$ cat config.mk
export PLATFORM = sky130hd
export DESIGN_NAME = fpu_cmp_arbiter
export DESIGN_NICKNAME = d
export VERILOG_FILES = /design/src/rtl/fpu_pkg.sv /design/src/rtl/fpuComp16.sv /design/src/rtl/rr_arbiter.sv /design/src/rtl/fpu_cmp_arbiter.sv
export SDC_FILE = /design/constraint.sdc
export NUM_CORES = 1
export LEC_CHECK = 0
export ABC_AREA = 1
export CORE_ASPECT_RATIO = 0.9
export CORE_MARGIN = 4
export CORE_UTILIZATION = 45
export CTS_BUF_LIST = sky130_fd_sc_hd__clkbuf_16
export DETAILED_ROUTE_END_ITERATION = 7
export HOLD_SLACK_MARGIN = 0.05
export MAX_ROUTING_LAYER = met4
export PLACE_DENSITY = 0.86
export SYNTH_ARGS = -nofsm -noshare
export SYNTH_HDL_FRONTEND = slang
export SYNTH_SLANG_ARGS = --single-unit
$ cat constraint.sdc
create_clock -name clock -period 6.8 [get_ports clock]
set_input_delay 1.36 -clock clock [delete_from_list [all_inputs] [get_ports clock]]
set_output_delay 1.36 -clock clock [all_outputs]
set_load 0.02 [all_outputs]
$ cat src/rtl/fpu_pkg.sv
// fpu_pkg: shared FP16 types, constants and operand classification helpers.
//   fp16_t       - half-precision value split into sign / exponent / fraction
//   cmp_op_t     - compare-unit opcode (CMP, MIN, MAX, reserved)
//   FP16_QNAN    - canonical quiet NaN returned by MIN/MAX when both inputs are NaN
//   FLAG_*       - bit positions inside the 4-bit {unord, gt, eq, lt} flag vector
package fpu_pkg;

    typedef struct packed {
        logic       sign;
        logic [4:0] exp;
        logic [9:0] frac;
    } fp16_t;

    typedef enum logic [1:0] {
        OP_CMP  = 2'b00,
        OP_MIN  = 2'b01,
        OP_MAX  = 2'b10,
        OP_RSVD = 2'b11
    } cmp_op_t;

    localparam logic [15:0] FP16_QNAN    = 16'h7E00;
    localparam logic [4:0]  FP16_EXP_MAX = 5'h1F;

    localparam int FLAG_LT    = 0;
    localparam int FLAG_EQ    = 1;
    localparam int FLAG_GT    = 2;
    localparam int FLAG_UNORD = 3;

    function automatic logic fp16_is_nan(input fp16_t x);
        return (x.exp == FP16_EXP_MAX) && (x.frac != 10'd0);
    endfunction

    function automatic logic fp16_is_inf(input fp16_t x);
        return (x.exp == FP16_EXP_MAX) && (x.frac == 10'd0);
    endfunction

endpackage

$ cat src/rtl/fpuComp16.sv
// fpuComp16: FP16 ordering comparator.
//   a, b        - fp16 operands
//   lt, eq, gt  - a<b, a==b, a>b; all zero when either operand is NaN
// -0 is ordered strictly below +0.
module fpuComp16
    import fpu_pkg::*;
(
    input  logic [15:0] a,
    input  logic [15:0] b,
    output logic        lt,
    output logic        eq,
    output logic        gt
);

    logic [15:0] key_a;
    logic [15:0] key_b;
    logic        unord;

    // Sign-magnitude to monotonic unsigned key: negatives are bit-inverted,
    // positives get the top bit set. -0 maps to 16'h7FFF, +0 to 16'h8000.
    assign key_a = a[15] ? ~a : (a | 16'h8000);
    assign key_b = b[15] ? ~b : (b | 16'h8000);
    assign unord = fp16_is_nan(a) | fp16_is_nan(b);

    assign lt = ~unord & (key_a <  key_b);
    assign eq = ~unord & (key_a == key_b);
    assign gt = ~unord & (key_a >  key_b);

endmodule

$ cat src/rtl/rr_arbiter.sv
// rr_arbiter: combinational round-robin priority search.
//   req   - request vector, one bit per requester
//   en    - when low no grant is issued
//   ptr   - index holding highest priority this cycle (always < NUM_REQ)
//   grant - one-hot grant (all zero when en=0 or no request)
//   idx   - binary index of the granted requester (0 when no grant)
module rr_arbiter #(
    parameter int NUM_REQ = 4,
    parameter int ID_W    = $clog2(NUM_REQ)
) (
    input  logic [NUM_REQ-1:0] req,
    input  logic               en,
    input  logic [ID_W-1:0]    ptr,
    output logic [NUM_REQ-1:0] grant,
    output logic [ID_W-1:0]    idx
);

    // Walk NUM_REQ positions starting at ptr; the wrap is an explicit
    // subtraction so non-power-of-two requester counts stay in range.
    always_comb begin
        int   cand;
        logic found;
        grant = '0;
        idx   = '0;
        found = 1'b0;
        cand  = 0;
        for (int k = 0; k < NUM_REQ; k++) begin
            cand = int'(ptr) + k;
            if (cand >= NUM_REQ) begin
                cand = cand - NUM_REQ;
            end
            if (en && !found && req[cand]) begin
                found       = 1'b1;
                grant[cand] = 1'b1;
                idx         = ID_W'(cand);
            end
        end
    end

endmodule

$ cat src/rtl/fpu_cmp_arbiter.sv
// fpu_cmp_arbiter: round-robin sharing of one FP16 comparator between
// NUM_REQ requesters, with a single registered response slot.
//   clock, reset_L        - clock (rising edge), async active-low reset
//   req_valid/req_ready   - per-requester handshake; req_ready is one-hot or zero
//   req_a, req_b, req_op  - per-requester operands and opcode
//   resp_valid/resp_ready - response slot handshake
//   resp_id               - requester that produced the result
//   resp_flags            - {unord, gt, eq, lt}
//   resp_value            - MIN/MAX result, zero for CMP and reserved op
//
// Handshake: a transfer happens on a rising edge where valid & ready are both
// high. A producer keeps its payload stable while valid is high and ready is
// low; ready never depends on a later acceptance. The response slot is free
// when empty or being drained this cycle, so drain and refill can share a cycle.
module fpu_cmp_arbiter
    import fpu_pkg::*;
#(
    parameter int NUM_REQ = 4,
    parameter int ID_W    = $clog2(NUM_REQ)
) (
    input  logic                  clock,
    input  logic                  reset_L,
    input  logic [NUM_REQ-1:0]    req_valid,
    output logic [NUM_REQ-1:0]    req_ready,
    input  fp16_t [NUM_REQ-1:0]   req_a,
    input  fp16_t [NUM_REQ-1:0]   req_b,
    input  cmp_op_t [NUM_REQ-1:0] req_op,
    output logic                  resp_valid,
    input  logic                  resp_ready,
    output logic [ID_W-1:0]       resp_id,
    output logic [3:0]            resp_flags,
    output logic [15:0]           resp_value
);

    logic [ID_W-1:0] rr_ptr_q, rr_ptr_d;
    logic            resp_valid_q, resp_valid_d;
    logic [ID_W-1:0] resp_id_q, resp_id_d;
    logic [3:0]      resp_flags_q, resp_flags_d;
    logic [15:0]     resp_value_q, resp_value_d;

    logic               slot_free;
    logic               arb_en;
    logic               xfer;
    logic [NUM_REQ-1:0] grant;
    logic [ID_W-1:0]    grant_idx;

    fp16_t   op_a;
    fp16_t   op_b;
    cmp_op_t op_sel;
    logic    cmp_lt, cmp_eq, cmp_gt;
    logic    a_nan, b_nan;
    logic [3:0]  res_flags;
    logic [15:0] res_value;

    assign slot_free = ~resp_valid_q | resp_ready;
    // Gating with reset_L keeps every req_ready low while reset is held.
    assign arb_en    = slot_free & reset_L;

    rr_arbiter #(
        .NUM_REQ (NUM_REQ),
        .ID_W    (ID_W)
    ) u_arb (
        .req   (req_valid),
        .en    (arb_en),
        .ptr   (rr_ptr_q),
        .grant (grant),
        .idx   (grant_idx)
    );

    assign req_ready = grant;
    // grant only ever selects a valid requester, so any grant is a transfer.
    assign xfer      = |grant;

    assign op_a   = req_a[grant_idx];
    assign op_b   = req_b[grant_idx];
    assign op_sel = req_op[grant_idx];

    fpuComp16 u_cmp (
        .a  (op_a),
        .b  (op_b),
        .lt (cmp_lt),
        .eq (cmp_eq),
        .gt (cmp_gt)
    );

    assign a_nan = fp16_is_nan(op_a);
    assign b_nan = fp16_is_nan(op_b);

    always_comb begin
        res_flags             = '0;
        res_value             = '0;
        res_flags[FLAG_LT]    = cmp_lt;
        res_flags[FLAG_EQ]    = cmp_eq;
        res_flags[FLAG_GT]    = cmp_gt;
        res_flags[FLAG_UNORD] = a_nan | b_nan;
        case (op_sel)
            OP_CMP: res_value = '0;
            OP_MIN: begin
                if (a_nan && b_nan)        res_value = FP16_QNAN;
                else if (a_nan)            res_value = op_b;
                else if (b_nan)            res_value = op_a;
                else if (cmp_lt || cmp_eq) res_value = op_a;
                else                       res_value = op_b;
            end
            OP_MAX: begin
                if (a_nan && b_nan)        res_value = FP16_QNAN;
                else if (a_nan)            res_value = op_b;
                else if (b_nan)            res_value = op_a;
                else if (cmp_gt || cmp_eq) res_value = op_a;
                else                       res_value = op_b;
            end
            default: begin
                // Reserved opcode completes with an all-zero result.
                res_flags = '0;
                res_value = '0;
            end
        endcase
    end

    always_comb begin
        rr_ptr_d     = rr_ptr_q;
        resp_valid_d = resp_valid_q;
        resp_id_d    = resp_id_q;
        resp_flags_d = resp_flags_q;
        resp_value_d = resp_value_q;
        if (xfer) begin
            rr_ptr_d     = (grant_idx == ID_W'(NUM_REQ - 1)) ? '0 : grant_idx + ID_W'(1);
            resp_valid_d = 1'b1;
            resp_id_d    = grant_idx;
            resp_flags_d = res_flags;
            resp_value_d = res_value;
        end else if (resp_ready) begin
            resp_valid_d = 1'b0;
        end
    end

    always_ff @(posedge clock or negedge reset_L) begin
        if (!reset_L) begin
            rr_ptr_q     <= '0;
            resp_valid_q <= 1'b0;
            resp_id_q    <= '0;
            resp_flags_q <= '0;
            resp_value_q <= '0;
        end else begin
            rr_ptr_q     <= rr_ptr_d;
            resp_valid_q <= resp_valid_d;
            resp_id_q    <= resp_id_d;
            resp_flags_q <= resp_flags_d;
            resp_value_q <= resp_value_d;
        end
    end

    assign resp_valid = resp_valid_q;
    assign resp_id    = resp_id_q;
    assign resp_flags = resp_flags_q;
    assign resp_value = resp_value_q;

endmodule

==> Yosys cells after proc, flatten, opt, wreduce, memory -nomap -nowiden <==
Cells that the tools add are included.
W data, S select, Z words.
{ "word_totals": {"reg_bits": 25, "in_bits": 143, "output_inout_bits": 27} }
{ "op_classes": {"add_sub_neg": 8, "magnitude_cmp": 15, "eq_ne": 6, "mux": 56, "n_bitwise": 13, "reduce_logical": 25} }
{ "ops": {"columns": ["operator", "count"], "rows": [
  ["$mux W16", 12],
  ["$ge A32 B1 Y1 const B", 4],
  ["$lt A32 B4 Y1 const B", 4],
  ["$mux W32", 4],
  ["$ge A32 B4 Y1 const B", 3],
  ["$sub A32 B4 Y32 const B", 3],
  ["$bmux W16 S2", 2],
  ["$not A16 Y16", 2],
  ["$pmux W16 S2", 1],
  ["$mux W4", 5],
  ["$reduce_bool A10 Y1", 2],
  ["$mux W1", 17],
  ["$eq A16 B16 Y1", 1],
  ["$gt A16 B16 Y1", 1],
  ["$lt A16 B16 Y1", 1],
  ["$logic_and A1 B1 Y1", 14],
  ["$mux W2", 6],
  ["$or A4 B4 Y4", 3],
  ["$eq A5 B5 Y1 const B", 2],
  ["$bmux W1 S2", 4],
  ["$demux W1 S2", 4],
  ["$add A2 B2 Y3 const B", 2],
  ["$and A1 B1 Y1", 4],
  ["$bmux W2 S2", 1],
  ["15 further kinds", 21]
]} }

==> Longest topological paths before layout <==
{ "depth": {"ltp_word": 32, "depth_mapped": 35} }

==> Hierarchy <==
A second synthesis with hierarchy kept.
{ "unflattened": {"hier_cells": 742, "area_unflattened_um2": 4284.1} }
{ "by_module_without_submodules": {"columns": ["mod", "n_inst", "cells_each", "area_per_inst_um2", "seq_area_each_um2"], "rows": [
  ["fpu_cmp_arbiter", 1, 543, 2975.4, 625.6],
  ["fpuComp16", 1, 117, 798.3, 0.0],
  ["rr_arbiter", 1, 82, 510.5, 0.0]
]} }

==> Worst setup path after synthesis <==
OpenSTA, ideal clock, no wires.
{ "synth_timing": {"kind": "input -> register", "start": "in req_valid[3]", "end": "reg resp_value_q[15] (netlist: resp_value[15])", "setup_time_ns": 0.117, "t_arrival_ns": 5.032, "path_slack_ns": 1.652, "stages": 32, "n_path_buf": 5, "cell_sequence": "nand2_1 nand3_1 nand2_2 nand3_2 nor2_4 nor2_1 nand2_4 nand2_4 inv_2 buf_4 clkbuf_1 nand2_1 a32o_1 buf_2 buf_2 xor2_1 ha_1 nand2_1 inv_1 a221oi_1 o221ai_1 nand3_1 nand2_1 inv_1 nand3_4 nand2_4 buf_4 nand2_1 nand3_1 nand2_1 nand2_1 nand2_1"} }
{ "synth_between": {"elab_chain_cells": 30, "word_cells_on_any_way": 75, "cone_classes": "order compare: 2; eq/ne: 5; mux: 40; bitwise: 10; reduce/logical: 18"} }
{ "synth_rtl": {"columns": ["element", "line_no", "text"], "rows": [
  ["start: declaration", "fpu_cmp_arbiter.sv:23", "input logic [NUM_REQ-1:0] req_valid,"],
  ["branches (longest 30 deep; another with $bmux W1 S2)", null, null],
  ["end signal: assignment", "fpu_cmp_arbiter.sv:149", "resp_value_q <= resp_value_d;"],
  ["end: declaration", "fpu_cmp_arbiter.sv:39", "logic [15:0] resp_value_q, resp_value_d;"]
]} }
Several ways; the timed one is not identified. The select of a mux whose other input is x is not followed.
A chain may end at the register's enable or synchronous reset.

==> Worst setup path after layout <==
{ "layout_timing": {"start": "in req_valid[3]", "end": "reg resp_value_q[14] (netlist: resp_value[14])"} }
Same word-level chain as after synthesis.

==> results.cfg <==
[synth]
synth_area_leaders = nand2_1, nand3_1, dfrtp_1
async_flop_share_pct = 100.0
synth.distinct_cells = 42
syn_area_per_cell_um2 = 5.905
syn_inst = 705
synth_seq_area_share_pct = 15.03
synth-seq-cells = 25
netlist_area_um2 = 4163
ys_warn_count = 0
yosys.area.top_type_share_pct = 24.08
synth.most_common_cell = nand2_1
synth-edff-count = 0
synthesis.nets = 875
yosys_most_used_dff = dfrtp_1
netlist_top_cells_count = nand2_1, nand3_1, inv_1, nor2_1, ha_1
yosys.area.top_type = nand2_1

[routing]
wl_um = 14270
route.detailed.drc = 0
drt_iter0_markers = 244
wire_per_inst_um = 14.75
ant_nets = 0
dr.pass1.iters = 5
viasPerCell = 5.300
num_vias = 5125

[die]
ios = 170
fp.dieH_um = 99.25
die_x_um = 109.4
core_area_um2 = 9084
initial_core_util_pct = 45.83
rows = 33
die_area_um2 = 10860

[global_route]
antenna_found_initial = 0
grt_pass1_wl_um = 23340
grt_pass1_vias = 4939
grt_overflow_total = 0
grt_max_degree = 60
grt_use_total_pct = 26.71

[final_layout]
finalInstanceArea_um2 = 5913
syn2layout_area_growth_pct = 42.05
drive_above_1_share_pct = 5.562
nFillCells = 827
fin_nets = 1016
diodes = 0

[min_path]
hold_path.class = flip-flop to flip-flop
min_from = resp_value[5]

[timing]
period_share_pct = 91.36
drv_slew = 0
rsz0062_at_grt = false
relSlewSlack_pct = 52.06
clock_skew_ns = 0.001092
worst_slack_ns = 0.5875
finalHoldViolCount = 0
period_minus_slack_ns = 6.212
max_freq_mhz = 161.0
setup_viol = 0
worst_pin_slew_ns = 0.7147
setup_tns_ns = 0

[clocking]
cts_tree = yes
cts.clk_slew.worst_paths_ns = 0.06
cts_setup_buffers = 0
clock_path_buffers = 2
hold_buffers = 0
clock-root-buffer = clkbuf_16
clk_latency_ns = 0.25
htreeDepth = 1
cts_buffers = 3
cts_sinks = 25
cts_resized = 0

[status]
status = complete, no violations

[setup_path]
crit_family = simple AND/OR/NAND/NOR gates
crit_required_ns = 6.94
path_max_fanout = 59
crit_type = input port to flip-flop
critPathBufInv = 6
rrSetupSlack_ns = 1.04
startpoint = req_valid[3]
cpPeakStageDelay_ns = 0.43
crit_top_cell = nand2_1
slowest_stage = clkdlybuf4s50_1
endpoint_kind = flip-flop
worstPathArrival_ns = 6.35
r2r_start = rr_ptr_q[1]
startpoint_type = input port

[placement]
hpwl_um = 11470
place_ws_ns = 0.3425
placed_area_um2 = 5834
place.gp.congestion = 0.9116
port_buffers = 169

[job]
cap_violations = 0
==> cells in the final DEF, fill, tap and decap left out, types with 2 or more instances in the layout <==
cell type	Yosys	layout
nor2_1	32	32
o21ai_2	3	3
a21oi_1	8	8
nor2_2	3	3
nand2_2	7	7
nand2_1	267	267
nand2_4	6	6
inv_2	3	3
clkdlybuf4s50_1	0	169
or2_2	3	3
clkbuf_16	0	3
o211ai_1	15	15
xor2_1	17	17
nor3_1	2	2
a32oi_1	3	2
xnor2_1	13	13
o211ai_2	2	2
o21ai_1	4	4
o31ai_1	2	2
dfrtp_1	25	25
nand3_1	126	126
nand3_2	4	4
nand4_1	2	2
o21ai_0	19	19
ha_1	27	27
a221oi_1	5	5
buf_4	4	7
inv_1	55	56
==> path summary, 6_finish.rpt <==
check / end / cells after the start
setup reg to reg: resp_value[14] / 32
setup / recovery: resp_value[14] / 31
min in group asynchronous: resp_valid / 2
max in group asynchronous: resp_value[13] / 2
hold reg to reg: resp_value[5] / 2
hold / removal: resp_value[5] / 2
==> per-layer routing <==
metal / GRT usage (%) / part of all wire (%) / up-vias
li1: - / - / 2579
met1: 36.66 / 45 / 2282
met2: 41.25 / 44 / 230
met3: 2.661 / 7.2 / 34
met4: 8.629 / 3.1 / 0
met5: - / 0 / -
==> sequential cells by signal (all words and copies together) (netlist names) <==
signal,count
resp_valid,1
resp_value,16
resp_flags,4
rr_ptr_q,2
resp_id,2
==> cell type report <==
type	count	area (µm²)	share of cell area [%]
inverter	60	227.7	3.851
clock buffer	3	75.07	1.270
sequential	25	625.6	10.58
multi-input combinational	580	3084	52.16
tap	122	152.6	2.581
timing repair buffer	176	1744	29.50
clock inverter	1	3.754	0.06348
==> worst register-to-register path, delay by kind of cell (launching register included) <==
family	cells	cell delay (ns)
simple gates	19	2.38
flops	1	0.54
buf+inv	7	1.33
compound gates	3	0.60
fa+ha+maj	2	0.66
xor+xnor	1	0.17
==> per-stage QoR <==
stage               hold WS [ns]  std cells  util [%]
global route              0.5211        967     65.10
finish                    0.4838        967     65.10
CTS                       0.4867        967     65.10
floorplan                 0.5912        705         -
detailed placement        0.4660        963     64.23
global placement          0.4614        963     64.23
==> kinds of logic (layout without fill, tap and decap cells) <==
group	Yosys count	in the layout	synth area share, %
simple gates	456	456	48.51
buf+inv	100	240	11.06
compound gates	67	67	10.97
xor+xnor	30	30	6.312
fa+ha+maj	27	27	8.115
flops	25	25	15.03
Power is not shown: default switching activity piles up to over one toggle a cycle in this logic, so the estimate is an artifact.
